--- src/rtl/vector_fetch_unit.sv ---
// vector_fetch_unit: walks a vector list in the 4 KB vector RAM, handles the JMPL, JSRL, RTSL
// and HALT flow-control words itself, and streams the drawing words (VCTR, SVEC, STAT, CNTR)
// to the vector decoder over a valid/ready handshake.
//
// Ports:
//   clk        system clock
//   rst        synchronous active-low reset
//   go         one-cycle start pulse; ignored unless idle
//   vgrst      one-cycle abort pulse; returns to idle and keeps the error flag
//   bram_addr  byte address into the vector RAM
//   bram_rd_en read strobe; data returns one cycle later on bram_data
//   bram_data  read data
//   out_word   {hi byte, lo byte} of the current word
//   out_second out_word is the operand word of a VCTR
//   out_valid  out_word is valid
//   out_ready  decoder accepts the word
//   halted     1 while idle
//   error      sticky return-stack overflow/underflow flag
module vector_fetch_unit #(
  parameter int unsigned STACK_DEPTH = 4
) (
  input  logic        clk,
  input  logic        rst,
  input  logic        go,
  input  logic        vgrst,
  output logic [11:0] bram_addr,
  output logic        bram_rd_en,
  input  logic [7:0]  bram_data,
  output logic [15:0] out_word,
  output logic        out_second,
  output logic        out_valid,
  input  logic        out_ready,
  output logic        halted,
  output logic        error
);

  localparam int unsigned AW  = $clog2(STACK_DEPTH);
  localparam int unsigned SpW = AW + 1;
  localparam logic [SpW-1:0] SpFull = SpW'(STACK_DEPTH);

  localparam logic [2:0] OpVctr = 3'b000;
  localparam logic [2:0] OpHalt = 3'b001;
  localparam logic [2:0] OpSvec = 3'b010;
  localparam logic [2:0] OpStat = 3'b011;
  localparam logic [2:0] OpCntr = 3'b100;
  localparam logic [2:0] OpJsrl = 3'b101;
  localparam logic [2:0] OpRtsl = 3'b110;
  localparam logic [2:0] OpJmpl = 3'b111;

  typedef enum logic [2:0] {StIdle, StFetchLo, StFetchHi, StCapture, StExec} state_e;

  state_e          state_q, state_d;
  logic [10:0]     pc_q, pc_d;
  logic [SpW-1:0]  sp_q, sp_d;
  logic [7:0]      lo_q, lo_d, hi_q, hi_d;
  logic            flag_q, flag_d;
  logic            error_q, error_d;
  logic            push;
  logic [10:0]     stack_q [STACK_DEPTH];

  logic [2:0]      opcode;
  logic [10:0]     target;
  logic [SpW-1:0]  sp_m1;
  logic            emit;

  assign opcode = hi_q[7:5];
  assign target = {hi_q[2:0], lo_q};
  assign sp_m1  = sp_q - SpW'(1);
  // The operand word of a VCTR is emitted without being decoded.
  assign emit   = flag_q || (opcode inside {OpVctr, OpSvec, OpStat, OpCntr});

  // State register and datapath.
  always_ff @(posedge clk) begin
    if (!rst) begin
      state_q <= StIdle;
      pc_q    <= '0;
      sp_q    <= '0;
      lo_q    <= '0;
      hi_q    <= '0;
      flag_q  <= 1'b0;
      error_q <= 1'b0;
    end else begin
      state_q <= state_d;
      pc_q    <= pc_d;
      sp_q    <= sp_d;
      lo_q    <= lo_d;
      hi_q    <= hi_d;
      flag_q  <= flag_d;
      error_q <= error_d;
    end
  end

  // Return stack needs no reset: entries are only read below sp.
  always_ff @(posedge clk) begin
    if (push) begin
      stack_q[sp_q[AW-1:0]] <= pc_q + 11'd1;
    end
  end

  // Next-state logic.
  always_comb begin
    state_d = state_q;
    pc_d    = pc_q;
    sp_d    = sp_q;
    lo_d    = lo_q;
    hi_d    = hi_q;
    flag_d  = flag_q;
    error_d = error_q;
    push    = 1'b0;
    unique case (state_q)
      StIdle: begin
        if (go) begin
          pc_d    = '0;
          sp_d    = '0;
          error_d = 1'b0;
          flag_d  = 1'b0;
          state_d = StFetchLo;
        end
      end
      StFetchLo: state_d = StFetchHi;
      StFetchHi: begin
        lo_d    = bram_data;
        state_d = StCapture;
      end
      StCapture: begin
        hi_d    = bram_data;
        state_d = StExec;
      end
      StExec: begin
        if (emit) begin
          if (out_ready) begin
            pc_d    = pc_q + 11'd1;
            flag_d  = !flag_q && (opcode == OpVctr);
            state_d = StFetchLo;
          end
        end else begin
          unique case (opcode)
            OpJmpl: begin
              pc_d    = target;
              state_d = StFetchLo;
            end
            OpJsrl: begin
              if (sp_q == SpFull) begin
                error_d = 1'b1;
                state_d = StIdle;
              end else begin
                push    = 1'b1;
                sp_d    = sp_q + SpW'(1);
                pc_d    = target;
                state_d = StFetchLo;
              end
            end
            OpRtsl: begin
              if (sp_q == '0) begin
                error_d = 1'b1;
                state_d = StIdle;
              end else begin
                sp_d    = sp_m1;
                pc_d    = stack_q[sp_m1[AW-1:0]];
                state_d = StFetchLo;
              end
            end
            default: state_d = StIdle;  // HALT
          endcase
        end
      end
      default: state_d = StIdle;
    endcase
    // Abort wins over everything, including a simultaneous go; error is kept.
    if (vgrst) begin
      state_d = StIdle;
      pc_d    = '0;
      sp_d    = '0;
      flag_d  = 1'b0;
      error_d = error_q;
      push    = 1'b0;
    end
  end

  // Outputs decoded from state and registers only; out_ready never reaches them.
  always_comb begin
    halted     = (state_q == StIdle);
    bram_rd_en = (state_q == StFetchLo) || (state_q == StFetchHi);
    bram_addr  = '0;
    if (state_q == StFetchLo) bram_addr = {pc_q, 1'b0};
    if (state_q == StFetchHi) bram_addr = {pc_q, 1'b1};
    out_valid  = (state_q == StExec) && emit;
    out_word   = {hi_q, lo_q};
    out_second = flag_q;
    error      = error_q;
  end

endmodule

--- config.mk ---
export PLATFORM = sky130hd
export DESIGN_NAME = vector_fetch_unit
export DESIGN_NICKNAME = d
export VERILOG_FILES = /design/src/rtl/vector_fetch_unit.sv
export SDC_FILE = /design/constraint.sdc
export NUM_CORES = 1
export LEC_CHECK = 0
export BUFFER_PORTS_ARGS = -buffer_cell sky130_fd_sc_hd__buf_2
export CAP_MARGIN = 10
export CORE_UTILIZATION = 58
export DETAILED_ROUTE_END_ITERATION = 10
export PLACE_DENSITY = 0.8
export SLEW_MARGIN = 0
export SYNTH_ARGS = -nofsm -noshare
export SYNTH_HDL_FRONTEND = slang
export SYNTH_SLANG_ARGS = --single-unit
--- constraint.sdc ---
create_clock -name clk -period 2.9 [get_ports clk]
set_input_delay 0.435 -clock clk [delete_from_list [all_inputs] [get_ports clk]]
set_output_delay 0.435 -clock clk [all_outputs]
set_load 0.01 [all_outputs]
# After elaboration in Yosys (flattened, before gate mapping)
# Memory sizes are Yosys's and may differ from the RTL's.
# Cells that the tools add are included.
totals:
  mem_bits_rw: 44
  n_memories: 1
  register_bits: 35
  out_inout_bits: 33
classes:
  reduce_logical: 16
  bitwise: 2
  add_sub_neg: 3
  mux: 38
  eq_ne: 24
memory_table:
  columns: ["name", "words", "width", "rd", "rd_ports_with_merged_regs", "wr", "line_no", "rtl"]
  rows:
  - ["stack_q", 4, 11, 1, 0, 1, "59", "logic [10:0] stack_q [STACK_DEPTH];"]
ops:
  columns: ["cell", "n"]
  rows:
  - ["$mux 11", 5]
  - ["$pmux 11 s3", 1]
  - ["$mux 12", 2]
  - ["$pmux 11 s2", 1]
  - ["$mux 3", 7]
  - ["$eq 3x3->1 const B", 6]
  - ["$mux 1", 15]
  - ["$ne 3x3->1 const B", 5]
  - ["$pmux 3 s5", 1]
  - ["$eq 3x2->1 const B", 4]
  - ["$pmux 3 s2", 2]
  - ["$reduce_and 6->1", 2]
  - ["$add 11x1->11 const B", 1]
  - ["$logic_not 3->1", 3]
  - ["$ne 2x2->1 const B", 4]
  - ["$ne 4x4->1 const B", 2]
  - ["$reduce_and 7->1", 1]
  - ["$pmux 1 s2", 3]
  - ["$ne 5x2->1 const B", 1]
  - ["$reduce_and 4->1", 1]
  - ["$reduce_bool 4->1", 1]
  - ["$add 3x1->3 const B", 1]
  - ["$eq 3x1->1 const B", 1]
  - ["$ne 3x1->1 const B", 1]
  - ["9 further kinds", 12]

# Depth between registers and ports, before layout
depth:
  word_depth: 8
  depth_mapped: 10
  depth_no_buf: 7

# Least setup slack after synthesis
# No wires, ideal clock.
synth_timing:
  path_type: "reg-to-reg"
  from: "register sp_q[0]"
  to: "register sp_q[1]"
  slack_ns: 0.615
  setup_ns: 0.070
  period_less_slack_ns: 2.285
  arrival_time_ns: 2.215
  n_path_buf: 2
  stages_incl_launch_ff: 10
  cell_sequence: "dfxtp_1 -> buf_2 -> buf_4 -> inv_1 -> ha_1 -> nor2b_1 -> a2bb2oi_1 -> o21a_1 -> or4_1 -> a21oi_1"
synth_between:
  elab_chain_len: 5
  elab_cells_between_ends: 12
  classes_between: "add/sub: 2; eq/ne: 3; mux: 5; reduce/logical: 2"
synth_rtl:
  columns: ["element", "line_no", "rtl"]
  rows:
  - ["start, declared", "54", "logic [SpW-1:0] sp_q, sp_d;"]
  - ["start signal, assigned", "85", "sp_q <= sp_d;"]
  - ["$sub 3x1->3 / $add 3x1->3 (equally long branches)", "68, 148", null]
  - ["$mux 3 (on tied branches)", "154, 143", null]
  - ["$pmux 3 s2", "137", "unique case (opcode)"]
  - ["$mux 3", "130", "if (emit) begin"]
  - ["$pmux 3 s2", "110", "unique case (state_q)"]
# Several ways; a longest one is shown, not always the timed one. The select of a mux whose other input is x is not followed.
# A chain may end at the register's enable or synchronous reset.

# Worst setup path in the final report
layout_timing:
  from: "register hi_q[6]"
  to: "memory stack_q[3][6] (enable)"
layout_between:
  elab_chain_len: 8
  elab_cells_between_ends: 13
  classes_between: "eq/ne: 4; mux: 6; reduce/logical: 3"
layout_rtl:
  columns: ["element", "line_no", "rtl"]
  rows:
  - ["start, declared", "55", "logic [7:0] lo_q, lo_d, hi_q, hi_d;"]
  - ["start signal, assigned", "87", "hi_q <= hi_d;"]
  - ["$eq 3x2->1 (tied with other cells)", "70", "assign emit = flag_q || (opcode inside {OpVctr, OpSvec, OpStat, OpCntr});"]
  - ["$reduce_bool 4->1", "70", null]
  - ["$logic_or 1x1->1", "70", null]
  - ["$mux 1 (*)", "130", null]
  - ["$mux 1 (*)", "110", null]
  - ["$mux 1 (*)", "170", "if (vgrst) begin"]
  - ["$mux 1 (*)", "95", "if (push) begin"]
  - ["$mux 1 (not written as such) (*)", "96", "stack_q[sp_q[AW-1:0]] <= pc_q + 11'd1;"]
  - ["end, declared", "59", null]
# Every way passes the cells marked *; elsewhere a longest branch is shown, timed or not.

==> results.sh <==
export IMPL_status="complete, no violations"
export IMPL_dieHeight_um=83.2
export IMPL_cts_sinks=79
export IMPL_max_stage_delay_ns=0.53
export IMPL_clkTransAtPathRegs_ns=0.08
export IMPL_drv_cap=0
export IMPL_slowest_stage="dfxtp_1"
export IMPL_crit_path_cell_trace="mux2i_1 > or2_1 > nor4b_2 > and3b_1 > and2_1"
export IMPL_dp_worst_setup_slack_ns=0.440
export IMPL_num_vias=2697
export IMPL_synth_seq_cells=79
export IMPL_routed_wl_um=8670
export IMPL_comb_power_share=0.044
export IMPL_seqPwrFrac=0.524
export IMPL_ys_async_sr_fraction=0
export IMPL_powerDensity_mw_per_mm2=523
export IMPL_yosys_area_share_adder=0.0196
export IMPL_cts_tree="done"
export IMPL_std_cell_rows=29
export IMPL_synth_cell_types=54
export IMPL_syn_avg_cell_area_um2=11.8
export IMPL_synth_area_mm2=0.00383
export IMPL_synthXorXnorAreaFrac=0.0252
export IMPL_fin_nets=382
export IMPL_drc=0
export IMPL_period_minus_slack_ns=2.48
export IMPL_seq_area_mm2=0.00202
export IMPL_insertion_delay_ns=0.35
export IMPL_yosysWarningCount=0
export IMPL_mostFrequentLayoutCells="45 x buf_2, 44 x edfxtp_1, 35 x dfxtp_1"
export IMPL_switchingPower_uw=463
export IMPL_dieArea_mm2=0.00693
export IMPL_sw_frac_of_total=0.205
export IMPL_peakVddDrop_uv=341
export IMPL_initial_core_util=0.603
export IMPL_synthSimpleGateAreaFrac=0.167
export IMPL_rsz0062_at_grt="false"
export IMPL_post_cts_buffers=0
export IMPL_routed_via_density=6.06
export IMPL_clock_skew_ns=0.00735
export IMPL_slew_headroom=0.474
export IMPL_htree_levels=3
export IMPL_gp_congestion=0.860
export IMPL_drtIter0Drc=187
export IMPL_synth_mux_area_fraction=0.128
export IMPL_grt_ovfl_total=0
export IMPL_cts_made_buffers=9
export IMPL_die_x_um=83.2
export IMPL_p_int_mw=1.79
export IMPL_synth_fp_nets=343
export IMPL_synth_cells=324
export IMPL_fmax_mhz=403
export IMPL_worstPathArrival_ns=2.47
export IMPL_cts_resized=0
export IMPL_synth_top_family_by_area="simple AND/OR/NAND/NOR gates"
export IMPL_core_mm2=0.00635
export IMPL_first_pass_iters=5
export IMPL_power_leakage_nw=1.60
export IMPL_cp_top_family="simple AND/OR/NAND/NOR gates"
export IMPL_slew_viol_final=0
export IMPL_grt_pass1_vias=2568
export IMPL_fin_tns_setup_ns=0
export IMPL_final_common_cell="buf_2"
export IMPL_crit_required_ns=2.89
export IMPL_wl_per_cell_um=19.5
export IMPL_io_pins=46
export IMPL_grt_start_max_net_pins=20
export IMPL_critical_path_buf_inv_count=0
export IMPL_setup_worst_path_class="reg -> reg"
export IMPL_track_usage=0.270
export IMPL_synthFlopType="edfxtp_1"
export IMPL_worst_pin_slew_ns=0.788
export IMPL_port_buffers=45
export IMPL_worst_path_max_fanout=11
export IMPL_area_delta_synth_final_pct=12.5
export IMPL_grt_pass1_wl_um=14000
export IMPL_clockRootBuffer="clkbuf_8"
export IMPL_worst_slack_ns=0.421
export IMPL_seq_area_frac_synth=0.528
export IMPL_multi_input_area_mm2=0.00169
export IMPL_synth_compound_area_frac=0.0990
export IMPL_antenna_found_initial=0
export IMPL_cts_hold_buf=0
export IMPL_finalCritPeriodShare=0.855
export IMPL_endpoint_kind="flop"
export IMPL_hold_violations=0
export IMPL_antenna_left=0
export IMPL_synth_edf_count=44
export IMPL_worst_hold_path_type="in -> reg"
export IMPL_finalSetupViolations=0
export IMPL_p_clk_frac=0.432
export IMPL_hpwl_um=6330
export IMPL_clockBufferDepth=2
export IMPL_cp_start_kind="flop"
export IMPL_nFillCells=457
export IMPL_drive_gt1_frac=0.236
export IMPL_diodes=0
## power groups by stage
stage               sequential, mW  clock (mW)  combinational (mW)
floorplan                     1.21           0              0.0667
global placement              1.21           0              0.0965
detailed placement            1.21           0              0.0982
CTS                           1.18       0.980              0.0988
global route                  1.18        1.02               0.109
finish                        1.18       0.972              0.0991
## Yosys cell counts (all sizes together), types with 2 or more instances
library cell	n	area, um2
a21boi	2	18.8
a21oi	19	95.1
a2bb2oi	3	26.3
and2	14	90.1
and3	2	12.5
and3b	2	17.5
buf	13	81.3
clkbuf	7	26.3
dfxtp	35	701
edfxtp	44	1320
ha	6	75.1
inv	5	18.8
mux2	3	33.8
mux2i	21	210
mux4	11	248
nand2	34	130
nand2b	4	25.0
nand3	11	55.1
nand3b	3	22.5
nand4	2	12.5
nor2	6	27.5
nor2b	19	119
nor3	6	41.3
nor3b	2	15.0
o2111ai	5	43.8
o211ai	3	22.5
o21ai	9	45.0
o22ai	3	18.8
o31a	2	17.5
or2	2	12.5
or3	2	12.5
or4	2	15.0
xnor2	10	87.6
## per-stage QoR
stage / instance area, um2 / hold WS (ns) / instances / power (mW) / util
after detailed placement: 4070 / 0.474 / 429 / 1.30 / 0.641
after global routing: 4310 / 0.356 / 445 / 2.31 / 0.678
after floorplan: 3830 / 0.466 / 324 / 1.27 / -
after global placement: 4070 / 0.469 / 429 / 1.30 / 0.641
final: 4310 / 0.347 / 445 / 2.25 / 0.678
after CTS: 4310 / 0.341 / 445 / 2.26 / 0.678
## sequential cells by signal, summed over array words and instances (netlist names)
| name | cells |
|---|---|
| stack_q | 44 |
| sp_q | 3 |
| pc_q | 11 |
| hi_q | 8 |
| out_second | 1 |
| state_q | 3 |
| error | 1 |
| lo_q | 8 |
## worst reg2reg max path: stages, from the launching register on
cell and delay (ns):
dfxtp_1 0.53, mux2i_1 0.19, or2_1 0.33, nor4b_2 0.30, and3b_1 0.26, and2_1 0.51
## cells by family (layout without fill, tap and decap cells)
kind of cell	count (synthesis)	count (layout)
compound gates	54	54
xor+xnor	11	11
fa+ha+maj	6	6
buf+inv	25	69
flops	79	79
mux	35	35
simple gates	114	114
## layout make-up
type | count | share of cell area
clock buffer | 11 | 0.0305
clock inverter | 5 | 0.0247
inverter | 5 | 0.00436
tap | 77 | 0.0224
sequential | 79 | 0.469
timing repair buffer | 48 | 0.0575
multi-input combinational | 220 | 0.391
## final timing paths
check,startpoint,end,slack (ns),cells after the start
worst min-delay path,bram_data[3],hi_q[3]$_SDFFE_PN0P_,0.35,3
worst min register to register,error$_SDFFE_PN0P_,error$_SDFFE_PN0P_,0.48,2
worst max register to register,hi_q[6]$_SDFFE_PN0P_,stack_q[3][6]$_DFFE_PP_,0.42,5
worst max-delay path,hi_q[6]$_SDFFE_PN0P_,stack_q[3][6]$_DFFE_PP_,0.42,5
## layer usage
metal  vias up  GRT usage  wire length, um
li1       1267          -                -
met2       100      0.388             4030
met1      1315      0.397             3880
met4         0      0.118              233
met3        15     0.0547              525
met5         -          0                0
(Power assumes the default switching activity.)
